<file path="src/rtl/matrix_exec_sequencer.sv">
// Execution sequencer in front of the matrix ALU: fetches operands from main memory,
// loads the ALU source slots, triggers the operation and stores the result back.
module matrix_exec_sequencer #(
    parameter int         MEM_LAT  = 1,
    parameter logic [3:0] MEM_BASE = 4'h1,
    parameter logic [3:0] ALU_BASE = 4'h2
) (
    input  logic         Clk,
    input  logic         Reset,
    input  logic         instr_valid,
    input  logic [31:0]  instr,
    output logic         instr_ready,
    output logic [15:0]  mem_addr,
    output logic         mem_nRead,
    output logic         mem_nWrite,
    input  logic [255:0] mem_rdata,
    output logic [255:0] mem_wdata,
    output logic [15:0]  alu_addr,
    output logic         alu_nRead,
    output logic         alu_nWrite,
    output logic [255:0] alu_wdata,
    input  logic [255:0] alu_rdata,
    output logic         busy,
    output logic         done,
    output logic         error
);

    typedef enum logic [3:0] {
        S_IDLE,
        S_RD1,
        S_WA1,
        S_RD2,
        S_WA2,
        S_EXEC,
        S_RES,
        S_CAP,
        S_ST,
        S_DONE,
        S_ERR
    } state_t;

    localparam logic [7:0] OP_TRANSPOSE = 8'd3;
    localparam logic [7:0] OP_SCALEIMM  = 8'd5;
    localparam logic [7:0] OP_LAST      = 8'd5;
    localparam logic [2:0] LAT_LOAD     = 3'(MEM_LAT - 1);

    localparam logic [3:0] SLOT_SRC1 = 4'h0;
    localparam logic [3:0] SLOT_SRC2 = 4'h1;
    localparam logic [3:0] SLOT_RES  = 4'h2;
    localparam logic [3:0] SLOT_EXEC = 4'h3;

    state_t       state;
    state_t       nxt;
    logic [2:0]   cnt;
    logic [31:0]  ir;
    logic [255:0] data_buf;
    logic [31:0]  cur;
    logic [7:0]   opcode;
    logic [7:0]   dest_idx;
    logic [7:0]   src1_idx;
    logic [7:0]   src2_idx;
    logic         rd_last;
    logic         in_read;

    // In IDLE the instruction being accepted is still on the input bus, not yet in ir.
    assign cur      = (state == S_IDLE) ? instr : ir;
    assign opcode   = cur[31:24];
    assign dest_idx = cur[23:16];
    assign src1_idx = cur[15:8];
    assign src2_idx = cur[7:0];
    assign rd_last  = (cnt == 3'd0);
    assign in_read  = (state == S_RD1) || (state == S_RD2);

    assign alu_wdata = data_buf;
    assign mem_wdata = data_buf;

    always_comb begin
        nxt = state;
        case (state)
            S_IDLE: begin
                if (instr_valid) begin
                    nxt = (opcode > OP_LAST) ? S_ERR : S_RD1;
                end
            end
            S_RD1:  if (rd_last) nxt = S_WA1;
            S_WA1: begin
                if (opcode == OP_TRANSPOSE) begin
                    nxt = S_EXEC;
                end else if (opcode == OP_SCALEIMM) begin
                    nxt = S_WA2;
                end else begin
                    nxt = S_RD2;
                end
            end
            S_RD2:  if (rd_last) nxt = S_WA2;
            S_WA2:  nxt = S_EXEC;
            S_EXEC: nxt = S_RES;
            S_RES:  nxt = S_CAP;
            S_CAP:  nxt = S_ST;
            S_ST:   nxt = S_DONE;
            S_DONE: nxt = S_IDLE;
            S_ERR:  nxt = S_IDLE;
            default: nxt = S_IDLE;
        endcase
    end

    // Outputs are decoded from the next state so every strobe is a clean flop output.
    always_ff @(posedge Clk or posedge Reset) begin
        if (Reset) begin
            state       <= S_IDLE;
            cnt         <= 3'd0;
            ir          <= 32'd0;
            data_buf    <= 256'd0;
            mem_addr    <= 16'd0;
            alu_addr    <= 16'd0;
            mem_nRead   <= 1'b1;
            mem_nWrite  <= 1'b1;
            alu_nRead   <= 1'b1;
            alu_nWrite  <= 1'b1;
            instr_ready <= 1'b1;
            busy        <= 1'b0;
            done        <= 1'b0;
            error       <= 1'b0;
        end else begin
            state       <= nxt;
            instr_ready <= (nxt == S_IDLE);
            busy        <= (nxt != S_IDLE);
            done        <= (nxt == S_DONE);
            error       <= (nxt == S_ERR);
            mem_nRead   <= !((nxt == S_RD1) || (nxt == S_RD2));
            mem_nWrite  <= (nxt != S_ST);
            alu_nWrite  <= !((nxt == S_WA1) || (nxt == S_WA2));
            alu_nRead   <= (nxt != S_RES);

            if ((state == S_IDLE) && instr_valid) begin
                ir <= instr;
            end

            if (((nxt == S_RD1) && (state != S_RD1)) || ((nxt == S_RD2) && (state != S_RD2))) begin
                cnt <= LAT_LOAD;
            end else if (in_read && !rd_last) begin
                cnt <= cnt - 3'd1;
            end

            // The immediate takes the place of the second fetched operand for SCALEIMM.
            if (in_read && rd_last) begin
                data_buf <= mem_rdata;
            end else if ((state == S_WA1) && (nxt == S_WA2)) begin
                data_buf <= {248'd0, src2_idx};
            end else if (state == S_CAP) begin
                data_buf <= alu_rdata;
            end

            case (nxt)
                S_RD1:   mem_addr <= {MEM_BASE, 4'h0, src1_idx};
                S_RD2:   mem_addr <= {MEM_BASE, 4'h0, src2_idx};
                S_ST:    mem_addr <= {MEM_BASE, 4'h0, dest_idx};
                default: mem_addr <= mem_addr;
            endcase

            case (nxt)
                S_WA1:   alu_addr <= {ALU_BASE, 4'h0, opcode[3:0], SLOT_SRC1};
                S_WA2:   alu_addr <= {ALU_BASE, 4'h0, opcode[3:0], SLOT_SRC2};
                S_EXEC:  alu_addr <= {ALU_BASE, 4'h0, opcode[3:0], SLOT_EXEC};
                S_RES:   alu_addr <= {ALU_BASE, 4'h0, opcode[3:0], SLOT_RES};
                default: alu_addr <= alu_addr;
            endcase
        end
    end

endmodule

</file>
<file path="config.mk">
export PLATFORM = sky130hd
export DESIGN_NAME = matrix_exec_sequencer
export DESIGN_NICKNAME = d
export VERILOG_FILES = /design/src/rtl/matrix_exec_sequencer.sv
export SDC_FILE = /design/constraint.sdc
export NUM_CORES = 1
export LEC_CHECK = 0
export CORE_AREA = 8 8 417 419
export CTS_BUF_LIST = sky130_fd_sc_hd__clkbuf_16
export CTS_CLUSTER_DIAMETER = 40
export DETAILED_ROUTE_END_ITERATION = 6
export DIE_AREA = 0 0 425 427
export RECOVER_POWER = 100
export SLEW_MARGIN = 10
export SYNTH_ARGS = -nofsm -noshare
export SYNTH_HDL_FRONTEND = slang
export SYNTH_SLANG_ARGS = --single-unit
</file>
<file path="constraint.sdc">
create_clock -name Clk -period 30.8 [get_ports Clk]
set_input_delay 4.62 -clock Clk [delete_from_list [all_inputs] [get_ports Clk]]
set_output_delay 4.62 -clock Clk [all_outputs]
set_load 0.05 [all_outputs]
</file>
Word level (Yosys, flattened, before mapping)

Index checks and enable logic that the tools add are counted.

Flip-flop bits (word level): 335
Output and inout bits: 552
Word-level logic and storage cells: 75

Add/sub/neg operators: 1
Magnitude comparators: 1
Equality and inequality tests: 23
Mux-type cells: 15
Reductions and logical operators: 21

Operators by type and width:

| kind                                                                    | count |
|---|---|
| 256-bit 2-to-1 mux                                                      | 3 |
| 16-bit one-hot mux with 4 select lines                                  | 1 |
| 16-bit one-hot mux with 3 select lines                                  | 1 |
| 4-bit one-hot mux with 9 select lines                                   | 1 |
| 32-bit 2-to-1 mux                                                       | 1 |
| 4-bit by 3-bit == test with 1-bit output, second input constant         | 7 |
| 4-bit by 2-bit == test with 1-bit output, second input constant         | 4 |
| 4-bit == test, second input constant                                    | 4 |
| 4-bit 2-to-1 mux                                                        | 4 |
| 3-bit 2-to-1 mux                                                        | 4 |
| 4-bit by 1-bit == test with 1-bit output, second input constant         | 2 |
| 8-bit by 2-bit == test with 1-bit output, second input constant         | 1 |
| 8-bit by 3-bit == test with 1-bit output, second input constant         | 1 |
| 8-bit by 3-bit > comparator with 1-bit output, second input constant    | 1 |
| 4-bit logical NOT                                                       | 2 |
| 4-bit nonzero test                                                      | 2 |
| 1-bit logical AND                                                       | 6 |
| 3-bit nonzero test                                                      | 2 |
| 1-bit logical OR                                                        | 4 |
| 4-bit by 1-bit inequality test with 1-bit output, second input constant | 1 |
| 4-bit by 2-bit inequality test with 1-bit output, second input constant | 1 |
| 4-bit by 3-bit inequality test with 1-bit output, second input constant | 1 |
| 4-bit inequality test, second input constant                            | 1 |
| 1-bit logical NOT                                                       | 3 |
| other kinds (3)                                                         | 3 |

Depth between registers and ports, before layout

Depth after elaboration: 10
Mapped depth: 9
Depth with buffers taken out: 8

Worst setup path after synthesis

OpenSTA, ideal clock, no wires.

Kind: input to register
Start point: input port instr[31]
End point: register mem_addr[0]
Data arrival time: 6.094 ns
Required time: 30.662 ns
Setup slack: 24.569 ns
Stages on the path: 7
Buffers on the path: 0
Cell sequence: nor4_1 -> a21o_1 -> inv_1 -> or3_1 -> or2_1 -> o21ai_4 -> o221ai_1

Longest elaborated chain between the ends: 7
Elaborated cells on any way between the ends: 14

RTL lines:

| what                                                                                | line | text |
|---|---|---|
| start: declaration                                                                  | 11   | `input logic [31:0] instr,` |
| 32-bit 2-to-1 mux *                                                                 | 66   | `assign cur = (state == S_IDLE) ? instr : ir;` |
| 8-bit by 3-bit > comparator with 1-bit output *                                     | 82   | `nxt = (opcode > OP_LAST) ? S_ERR : S_RD1;` |
| 4-bit 2-to-1 mux *                                                                  | 82   |  |
| 4-bit 2-to-1 mux *                                                                  | 81   | `if (instr_valid) begin` |
| 4-bit one-hot mux with 9 select lines *                                             | 79   | `case (state)` |
| named net nxt[3]                                                                    | 53   | `state_t nxt;` |
| 4-bit == test, or another cell as far along                                         | 154  | `case (nxt)` |
| 16-bit one-hot mux with 3 select lines / 3-bit nonzero test (equally long branches) | n/a  |  |
| end signal: assignment                                                              | 155  | `S_RD1: mem_addr <= {MEM_BASE, 4'h0, src1_idx};` |
| end signal: assignment                                                              | 156  | `S_RD2: mem_addr <= {MEM_BASE, 4'h0, src2_idx};` |
| end signal: assignment                                                              | 157  | `S_ST: mem_addr <= {MEM_BASE, 4'h0, dest_idx};` |
| end: declaration                                                                    | 13   | `output logic [15:0] mem_addr,` |

Mark *: on every way through the listed nets, which the timed path passes. The rest lies on a longest branch. The select of a mux whose other input is x is not followed.
A chain may end at the register's enable or synchronous reset.

==> results.ini <==
[cts]
post_cts_resized = 0
cts_setup_buffers = 0
clk_latency_ns = 0.69
cts_sinks = 319
cts_hold_buf = 0
clockBufferDepth = 3
cts.clk_slew.worst_paths_ns = 0.04
cts_max_level = 3
numCtsBuffers = 83
root_buffer = clkbuf_16
cts_tree = done

[placement]
routabilityCongestion = 0.942
hpwl_um = 130000
placed_area_um2 = 28700
io_buffers = 1082

[synth]
synth-compound-area-share_pct = 13.0
ys_seq_area_share_pct = 45.7
syn-instance-count = 1709
ys_ff_latch = 319
synth_cell_types = 52
synth_mux_area_share_pct = 17.2
synth_xor_area_share_pct = 0.0501
synth_top_family_by_area = multiplexers
yosysWarnings = 0
netlist_area_um2 = 17500
synth_fa_ha_area_share_pct = 0.143
synth.avg_cell_area_um2 = 10.2
synthSimpleGateAreaFrac_pct = 8.66

[setup_path]
critPathSlowestCell = clkbuf_1
crit_path_max_fanout = 135
crit_chain = dlygate4sd3_1 > clkinvlp_2 > clkbuf_1
slowest_delay_ns = 5.44
startpoint_type = input port
end_kind = asynchronous set/reset pin
required_ns = 29.68
rr_worst_depth = 5
arrival_ns = 13.40
rr_startpoint = state[1]$_DFF_PP0_
crit_type = input port to asynchronous set/reset pin
reg2reg_slack_ns = 19.58
reg2reg_to = alu_wdata[11]$_DFFE_PP0P_

[sta]
hold_violations = 0
slew_headroom_pct = -477
fin_crit_ns = 14.52
timing.setup.tns_ns = 0
fmax_ghz = 0.0689
skew_ns = 0.0182
finalCritPeriodShare_pct = 47.2
final-setup-viol-count = 0
slew_viol_final = 637
worst_slew_pin_slew_ns = 8.65
grt_setup_unrepaired = no

[detailed_routing]
drt_pre_antenna_iters = 5
drtIter0Drc = 1216
avgRoutedWirePerCell_um = 31.9
drc = 0
antenna_left = 0
route.vias.total = 17300
routed_via_density = 3.59
wirelength_um = 154000

[cells_and_area]
syn2layout_area_growth_pct = 80.2
final_layout_size_suffix_gt1_share_pct = 7.45
nets = 3060
n_fill_cell = 18600
stdcell_area_um2 = 31500
multi_input_area_um2 = 6820
ff_latch_area_um2 = 7990

[min_path]
holdCritStartpoint = alu_addr[13]$_DFFE_PP0P_
worst_hold_path_type = flip-flop to flip-flop
hold_depth = 1
worstHoldEndpoint = alu_addr[13]$_DFFE_PP0P_

[global_routing]
antenna_found_initial = 123
grt_max_degree = 146
gr-total-overflow = 0
track_usage_pct = 16.1
grt_pass1_vias = 17800
grt_pass1_wl_um = 192000

[job]
maxCapViolations = 8

[floorplan]
rows = 151
die_y_um = 427
num_io_pins = 1099
start_util_pct = 10.4
placeableCoreArea_um2 = 168000
die_w_um = 425
dieArea_um2 = 181000

[power]
powerDensity_nw_per_um2 = 147
ir_drop_mv = 0.0763
p_leak_uw = 0.0128

[outcome]
run_status = complete, but fails checks
violations = capacitance limit, slew limit

layout by cell type (no fill, tap or decap), types with 14 or more instances in the layout:
cell type        instances
a21oi_1                 28
clkbuf_16               84
clkdlybuf4s50_1        544
clkinv_2                18
conb_1                  16
dfrtp_1                314
diode_2                 34
dlygate4sd3_1          538
inv_1                   24
mux2_2                  32
mux2i_1                258
nand2_1                336
o21ai_0                 14
o31ai_1                249
sequential cells by signal, indices dropped and copies added (netlist names), 3 cells and up:
| signal | count |
|---|---|
| state | 4 |
| cnt | 3 |
| alu_wdata | 256 |
| ir | 32 |
| alu_addr | 7 |
| mem_addr | 9 |
how the worst max path moves through the flow:
stage,start,end,slack (ns),depth (start not counted)
after floorplan,Reset,alu_addr[0]$_DFFE_PP0P_,17.36,1
after global placement,Reset,alu_wdata[179]$_DFFE_PP0P_,23.37,4
after detailed placement,Reset,alu_wdata[179]$_DFFE_PP0P_,23.39,4
after CTS,alu_wdata[210]$_DFFE_PP0P_,mem_wdata[210],23.73,1
after global routing,Reset,state[1]$_DFF_PP0_,14.46,3
final,Reset,alu_addr[6]$_DFFE_PP0P_,16.28,3
critical path, delay by kind of cell:
| family | cells | cell delay (ns) |
|---|---|---|
| buffers and inverters | 3 | 8.38 |
report_power, final:
group	internal, uW	total [uW]	switching, uW
logic	755	2860	2100
registers	636	870	234
clock network	594	895	301
total	1980	4620	2640
metal layers:
metal / part of all wire (%) / track usage [%] / wire, um / up-vias
met5: 0.33 / 0 / 513 / -
met4: 4.3 / 7.15 / 6710 / 78
met3: 14 / 10.5 / 21800 / 293
met2: 46 / 25.2 / 70900 / 1002
met1: 35 / 16.9 / 54300 / 8574
li1: - / - / - / 7390
layout make-up:
cell class	instances	share of cell area (%)
tap	2218	8.81
clock buffer	84	6.67
multi-input combinational	990	21.7
antenna	34	0.270
clock inverter	67	2.26
sequential	319	25.4
inverter	16	0.211
timing repair buffer	1101	34.8
through the flow:
stage	power, uW	util [%]	worst slack [ns]	cells	hold WS [ns]
after floorplan	2770	-	17.36	1724	0.450
after global placement	3890	17.1	23.37	4644	0.457
after detailed placement	3900	17.1	23.39	4644	0.454
after CTS	4820	18.8	23.73	4795	0.464
after global routing	4790	18.7	14.46	4804	0.488
final	4620	18.8	16.28	4829	0.455
cells in the mapped netlist (all sizes together):
master	instances	share of area [%]
o311a	1	0.057
a21o	1	0.043
or4	2	0.11
ha	2	0.14
o22a	1	0.050
nand2b	6	0.21
a32o	1	0.057
dfrtp	314	45
nor4	3	0.23
o2bb2ai	1	0.050
o31ai	249	11
o21ai	14	0.47
nand3b	1	0.043
and3b	1	0.050
nand3	2	0.057
or3	1	0.036
conb	1	0.021
xnor2	1	0.050
o221a	1	0.11
nor3	2	0.086
dfstp	5	0.75
nor2	4	0.086
o32ai	1	0.16
nor2b	3	0.11
a21oi	28	0.80
o221ai	7	0.35
buf	329	13
o2111a	1	0.072
clkbuf	70	1.5
inv	16	0.34
nand4	1	0.036
or4b	1	0.079
or2	3	0.12
nor3b	1	0.043
nand2	336	7.2
and3	2	0.072
mux2i	258	15
a31oi	1	0.12
mux2	36	2.4
or3b	1	0.050
cells by family (layout without fill, tap and decap cells):
logic type | Yosys count | in the layout
muxes | 294 | 294
buffers and inverters | 415 | 1268
and+or+nand+nor | 370 | 370
AOI/OAI and AO/OA | 307 | 307
other | 1 | 50
DFF | 319 | 319
adders and majority gates | 2 | 2
xor gates and xnor gates | 1 | 1
Power figures use the tool's default switching activity.
